===== src/rtl/spi_slave_rx.sv =====
// SPI slave receiver in the system clock domain: synchronises CS/SCK/MOSI, deserialises words in
// any SPI mode and bit order, and hands them downstream over a valid/ready handshake.
`timescale 1ns/1ps
module spi_slave_rx #(
    parameter int unsigned WORD_W      = 8,
    parameter int unsigned MSB_FIRST   = 0,
    parameter int unsigned CPOL        = 0,
    parameter int unsigned CPHA        = 0,
    parameter int unsigned SYNC_STAGES = 2
) (
    input  logic              clk_i,
    input  logic              rst_i,
    input  logic              cs_i,
    input  logic              sck_i,
    input  logic              mosi_i,
    output logic [WORD_W-1:0] rx_data_o,
    output logic              rx_valid_o,
    input  logic              rx_ready_i,
    output logic              rx_overrun_o,
    output logic              frame_active_o,
    output logic              frame_done_o,
    output logic              frame_partial_o,
    output logic [15:0]       word_count_o
);

    localparam int unsigned CntW       = $clog2(WORD_W);
    localparam logic        SckIdle    = 1'(CPOL);
    localparam bit          SampleRise = (CPOL == CPHA);

    typedef enum logic [0:0] {StIdle, StShift} state_e;

    logic [SYNC_STAGES-1:0] cs_sync_q, sck_sync_q, mosi_sync_q;
    logic                   cs_prev_q, sck_prev_q;

    state_e                 state_q;
    logic [CntW-1:0]        bit_cnt_q;
    logic [WORD_W-1:0]      shift_q, shift_d;
    logic [WORD_W-1:0]      rx_data_q;
    logic                   rx_valid_q, rx_overrun_q;
    logic                   frame_active_q, frame_done_q, frame_partial_q;
    logic [15:0]            word_count_q;

    logic cs_s, sck_s, mosi_s;
    logic cs_fall, cs_rise, sample_edge, word_done;

    // CS flops reset to the asserted level so a frame already running at reset release is ignored.
    always_ff @(posedge clk_i) begin
        if (rst_i) begin
            cs_sync_q   <= '0;
            sck_sync_q  <= {SYNC_STAGES{SckIdle}};
            mosi_sync_q <= '0;
            cs_prev_q   <= 1'b0;
            sck_prev_q  <= SckIdle;
        end else begin
            cs_sync_q   <= {cs_sync_q[SYNC_STAGES-2:0], cs_i};
            sck_sync_q  <= {sck_sync_q[SYNC_STAGES-2:0], sck_i};
            mosi_sync_q <= {mosi_sync_q[SYNC_STAGES-2:0], mosi_i};
            cs_prev_q   <= cs_sync_q[SYNC_STAGES-1];
            sck_prev_q  <= sck_sync_q[SYNC_STAGES-1];
        end
    end

    always_comb begin
        cs_s        = cs_sync_q[SYNC_STAGES-1];
        sck_s       = sck_sync_q[SYNC_STAGES-1];
        mosi_s      = mosi_sync_q[SYNC_STAGES-1];
        cs_fall     = cs_prev_q & ~cs_s;
        cs_rise     = ~cs_prev_q & cs_s;
        sample_edge = SampleRise ? (sck_s & ~sck_prev_q) : (~sck_s & sck_prev_q);
        word_done   = (bit_cnt_q == CntW'(WORD_W - 1));
        if (MSB_FIRST != 0) begin
            shift_d = {shift_q[WORD_W-2:0], mosi_s};
        end else begin
            shift_d = {mosi_s, shift_q[WORD_W-1:1]};
        end
    end

    always_ff @(posedge clk_i) begin
        if (rst_i) begin
            state_q         <= StIdle;
            bit_cnt_q       <= '0;
            shift_q         <= '0;
            rx_data_q       <= '0;
            rx_valid_q      <= 1'b0;
            rx_overrun_q    <= 1'b0;
            frame_active_q  <= 1'b0;
            frame_done_q    <= 1'b0;
            frame_partial_q <= 1'b0;
            word_count_q    <= '0;
        end else begin
            frame_done_q <= 1'b0;
            if (rx_valid_q && rx_ready_i) begin
                rx_valid_q <= 1'b0;
            end
            case (state_q)
                StIdle: begin
                    if (cs_fall) begin
                        state_q        <= StShift;
                        bit_cnt_q      <= '0;
                        shift_q        <= '0;
                        word_count_q   <= '0;
                        rx_overrun_q   <= 1'b0;
                        frame_active_q <= 1'b1;
                    end
                end
                StShift: begin
                    // A CS rise in the same cycle as a sample edge ends the frame; the edge is dropped.
                    if (cs_rise) begin
                        state_q         <= StIdle;
                        frame_active_q  <= 1'b0;
                        frame_done_q    <= 1'b1;
                        frame_partial_q <= (bit_cnt_q != '0);
                    end else if (sample_edge) begin
                        shift_q <= shift_d;
                        if (word_done) begin
                            bit_cnt_q <= '0;
                            if (word_count_q != 16'hFFFF) begin
                                word_count_q <= word_count_q + 16'd1;
                            end
                            if (!rx_valid_q || rx_ready_i) begin
                                rx_data_q  <= shift_d;
                                rx_valid_q <= 1'b1;
                            end else begin
                                rx_overrun_q <= 1'b1;
                            end
                        end else begin
                            bit_cnt_q <= bit_cnt_q + 1'b1;
                        end
                    end
                end
                default: state_q <= StIdle;
            endcase
        end
    end

    assign rx_data_o       = rx_data_q;
    assign rx_valid_o      = rx_valid_q;
    assign rx_overrun_o    = rx_overrun_q;
    assign frame_active_o  = frame_active_q;
    assign frame_done_o    = frame_done_q;
    assign frame_partial_o = frame_partial_q;
    assign word_count_o    = word_count_q;

endmodule

===== config.mk =====
export PLATFORM = sky130hd
export DESIGN_NAME = spi_slave_rx
export DESIGN_NICKNAME = d
export VERILOG_FILES = /design/src/rtl/spi_slave_rx.sv
export SDC_FILE = /design/constraint.sdc
export NUM_CORES = 1
export LEC_CHECK = 0
export ABC_AREA = 1
export CORE_ASPECT_RATIO = 0.5
export CORE_MARGIN = 4
export CORE_UTILIZATION = 50
export CTS_CLUSTER_SIZE = 16
export DETAILED_ROUTE_END_ITERATION = 6
export PLACE_DENSITY = 0.78
export REMOVE_ABC_BUFFERS = 1
export SETUP_SLACK_MARGIN = 0.5
export SLEW_MARGIN = 20
export SYNTH_ARGS = -nofsm -noshare
export SYNTH_HDL_FRONTEND = slang
export SYNTH_SLANG_ARGS = --single-unit

===== constraint.sdc =====
create_clock -name clk_i -period 3.36 [get_ports clk_i]
set_input_delay 0.672 -clock clk_i [delete_from_list [all_inputs] [get_ports clk_i]]
set_output_delay 0.672 -clock clk_i [all_outputs]
set_load 0.03 [all_outputs]

; Yosys cells after proc, flatten, opt, wreduce, memory -nomap -nowiden
; Cells that the tools add are included.
[totals]
input_bits = 6
regBits = 49
word_cells = 79
[classes]
n_bitwise = 8
addsub = 2
n_reduce_logical = 11
mux = 34
eq_ne = 9
[op_table]
columns = operator, count
row1 = $mux W16, 5
row2 = $pmux W16 S2, 1
row3 = $mux W8, 3
row4 = $add A16 B1 Y16 const B, 1
row5 = $mux W1, 16
row6 = $ne A16 B16 Y1 const B, 1
row7 = $pmux W8 S2, 1
row8 = $reduce_and A5 Y1, 3
row9 = $mux W3, 4
row10 = $ne A2 B1 Y1 const B, 4
row11 = $ne A2 B2 Y1 const B, 3
row12 = $pmux W1 S2, 3
row13 = $pmux W3 S2, 1
row14 = $not A1 Y1, 5
row15 = $reduce_and A2 Y1, 2
row16 = $add A3 B1 Y3 const B, 1
row17 = $and A1 B1 Y1, 3
row18 = $eq A3 B3 Y1 const B, 1
row19 = $reduce_and A3 Y1, 1
row20 = $reduce_bool A3 Y1, 1
row21 = $reduce_or A2 Y1, 1
row22 = $logic_and A1 B1 Y1, 1
row23 = $logic_not A1 Y1, 1
row24 = $logic_or A1 B1 Y1, 1

; Logic depth before layout (Yosys ltp)
[logic_depth]
ltp_word = 7
ltp_mapped = 11
depth_no_buf = 11

; Least setup slack after synthesis
; OpenSTA, ideal clock, no wires.
[synth_path]
path_kind = register -> register
start = reg word_count_q[1], in the netlist word_count_o[1]
end = reg word_count_q[3], in the netlist word_count_o[3]
path_stages_with_launch = 11
synth_period_minus_slack_ns = 1.681
setup_slack_ns = 1.679
arrival_time_ns = 1.566
cell_sequence = dfxtp_1 > ha_1 > nand2_1 > nor2_1 > nand2_1 > inv_1 > nand2_1 > nand2_1 > buf_6 > nor2_1 > o21a_1
[synth_between]
elab_chain_len = 6
[synth_rtl]
columns = item, line
row1 = from (decl), 41  ; logic [15:0] word_count_q;
row2 = from (signal assigned), 118  ; word_count_q <= word_count_q + 16'd1;
row3 = $add A16 B1 Y16, 118
row4 = $mux W16, 117  ; if (word_count_q != 16'hFFFF) begin
row5 = $mux W16, 115  ; if (word_done) begin
row6 = $mux W16, 113  ; end else if (sample_edge) begin
row7 = $mux W16, 108  ; if (cs_rise) begin
row8 = $pmux W16 S2, 95  ; case (state_q)
; Parallel ways exist; a longest one is shown, timed or not. The select of a mux whose other input is x is not followed.
; A chain may end at the register's enable or synchronous reset.

==> results_dict.tcl <==
set metrics [dict create \
    wl_per_cell_um 12.5 \
    die_x_um 100 \
    leakagePower_nw 1.06 \
    cts_tree "built" \
    yosys-top-cells-area "dfxtp_1 45%, nand2_1 12%, nor2_1 11%" \
    vdd.ir_drop.worst_v 0.000235 \
    netlist_top_cells_count "70 x nand2_1, 63 x nor2_1, 48 x dfxtp_1, 39 x inv_1, 19 x nand3_1" \
    insertedDiodeCount 0 \
    maxCapViolCount 0 \
    synth-seq-cells 48 \
    drt_wl_total_um 4930 \
    total_power_w 0.00104 \
    synthCells 304 \
    ys.flop_type "dfxtp_1" \
    ys_seq_area_share_pct 45.1 \
    regToRegStartpoint "word_count_o[1]" \
    insertion_delay_ns 0.30 \
    switchingPower_w 0.000229 \
    layout-drive-gt1-share_pct 5.00 \
    clk_pin_slew_ns 0.08 \
    viasPerCell 5.12 \
    yosys_warnings 0 \
    overflow 0 \
    yosys.area_share.simple_pct 32.8 \
    setup_viol 0 \
    die_area_um2 5440 \
    dr.pass1.iters 4 \
    post-route-util_pct 65.4 \
    syn_area_um2 2130 \
    r2r-end "word_count_o[1]" \
    fin_tns_setup_ns 0 \
    cp-end-kind "register" \
    placed_area_um2 2520 \
    critPathArrivalTime_ns 2.56 \
    rr_worst_depth 11 \
    power_frac_comb_pct 5.7 \
    dp_hpwl_um 3550 \
    post-place-ws_ns 0.774 \
    outcome "complete, no violations" \
    synthAdderAreaFrac_pct 2.35 \
    grt_pass1_wl_um 8210 \
    relSlewSlack_pct 57.1 \
    crit_fanout 13 \
    worst_setup_path_start_kind "primary input" \
    period_minus_slack_ns 2.31 \
    hold_buffers 0 \
    grt_antenna_before_repair 0 \
    port_buffers 34 \
    slew_viol_final 0 \
    cts_root_buf "clkbuf_8" \
    synth_top_family_by_area "simple AND/OR/NAND/NOR gates" \
    skew_ns 0.00764 \
    final.period_utilization_pct 68.7 \
    ys_types 27 \
    fmax_ghz 0.433 \
    synth_mux_area_share_pct 0 \
    die_h_um 54.2 \
    cp.required_ns 3.61 \
    yosysTopAreaCell "dfxtp_1" \
    clkSinkCount 48 \
    hold_viol 0 \
    cts_resized 0 \
    synth_edf_count 0 \
    pwr-share-seq_pct 56.2 \
    vias 2017 \
    async_flop_share_pct 0 \
    drc 0 \
    worstMarginPinSlew_ns 0.641 \
    initial_core_util_pct 53.3 \
    clk_path_buf_depth 2 \
    globalplace.congestion 0.865 \
    areaGrowthSynthToFinish_pct 22.9 \
    drtIter0Drc 115 \
    pwr-share-clk_pct 38.1 \
    synth-xor-area-share_pct 1.64 \
    synth.most_common_cell "nand2_1" \
    endpoint "word_count_o[14]" \
    coreArea_um2 4000 \
    hold_depth 2 \
    synth_top_area_share_pct 45.1 \
    critPathKind "primary input to register" \
    io_pins 35 \
    fin_area_um2 2620 \
    postCtsSetupBuffers 0 \
    r2r_slack_ns 1.39 \
    netSwitchingFraction_pct 22.0 \
    p_int_w 0.000814 \
    first_global_vias 1845 \
    grt_max_degree 19 \
    synth_compound_area_share_pct 9.33 \
    finalWorstSetupSlack_ns 1.05 \
    fillCellCount 359 \
    rsz0062_at_grt "false" \
    numCtsBuffers 5 \
    fin_nets 351 \
    power_density_nw_per_um2 398 \
    rows 16 \
    htreeDepth 2 \
    ant_nets 0 \
    grt_usage_pct 19.3 \
    hp-class "register to register" \
    cp-startpoint "rst_i" \
    syn_area_per_cell_um2 7.01 \
]
## placed cells by master, fill, tap and decap left out, types with 3 or more instances in the layout
cell and instances:
xor2_1 3, nand2_1 70, clkbuf_8 5, nand3_1 19
clkdlybuf4s50_1 34, dfxtp_1 48, inv_1 39, a21oi_1 14
o21ai_1 3, nor2_4 3, o21ai_0 15, ha_1 4
nand4_1 4, nor2_1 63
## registers in the layout (all words and copies together), names as in the netlist
register         flops
shift_q              7
frame_done_o         1
rx_data_o            8
sck_prev_q           1
sck_sync_q           2
rx_valid_o           1
cs_sync_q            2
bit_cnt_q            3
word_count_o        16
frame_active_o       1
cs_prev_q            1
frame_partial_o      1
state_q              1
mosi_sync_q          2
rx_overrun_o         1
## critical path, stage by stage
cell and delay, ns:
clkdlybuf4s50_1 0.68, nor2_1 0.63, inv_1 0.20, nor2_4 0.20
nand3_1 0.10, nand2_1 0.07
## cells by family after synthesis
family / count (synthesis)
xor+xnor: 4
compound gates: 37
simple gates: 164
fa+ha+maj: 4
flops: 48
buf+inv: 47
## per-layer routing
| metal | share of wire (%) | GRT usage (%) | vias up | wire length [um] |
|---|---|---|---|---|
| met4 | 0.16 | 8.28 | 0 | 8 |
| li1 | - | - | 1021 | - |
| met5 | 0 | 0 | - | 0 |
| met2 | 48 | 33.8 | 69 | 2340 |
| met1 | 46 | 23.0 | 925 | 2260 |
| met3 | 6.5 | 5.05 | 2 | 318 |
## per-stage QoR
stage,hold WS [ns],instances
finish,0.405,394
global route,0.434,394
CTS,0.407,394
detailed placement,0.395,388
global placement,0.389,388
floorplan,0.388,298
## worst min-delay path by stage
| stage | to | start | slack (ns) |
|---|---|---|---|
| global placement | cs_sync_q[1] | cs_sync_q[0] | 0.39 |
| global route | mosi_sync_q[1] | mosi_sync_q[0] | 0.43 |
| floorplan | cs_sync_q[1] | cs_sync_q[0] | 0.39 |
| finish | mosi_sync_q[1] | mosi_sync_q[0] | 0.40 |
| detailed placement | mosi_sync_q[1] | mosi_sync_q[0] | 0.40 |
| CTS | mosi_sync_q[1] | mosi_sync_q[0] | 0.41 |
## cell type report
class / instances / area, um^2 / share of cell area (%)
multi-input cells: 209 / 983 / 37.5
flip-flops and latches: 48 / 961 / 36.7
repair buffers: 36 / 355 / 13.6
inverters: 41 / 154 / 5.87
clock buffers: 5 / 68.8 / 2.63
well taps: 54 / 67.6 / 2.58
clock inverters: 1 / 30.0 / 1.15
## power by group through the flow
stage | Sequential, W | Combinational [W] | Clock (W)
6_report | 0.000586 | 0.0000597 | 0.000397
5_1_grt | 0.000588 | 0.0000666 | 0.000426
2_1_floorplan | 0.000601 | 0.0000338 | 0
3_3_place_gp | 0.000599 | 0.0000571 | 0
3_5_place_dp | 0.000600 | 0.0000588 | 0
4_1_cts | 0.000586 | 0.0000592 | 0.000404
(Power assumes the default switching activity.)
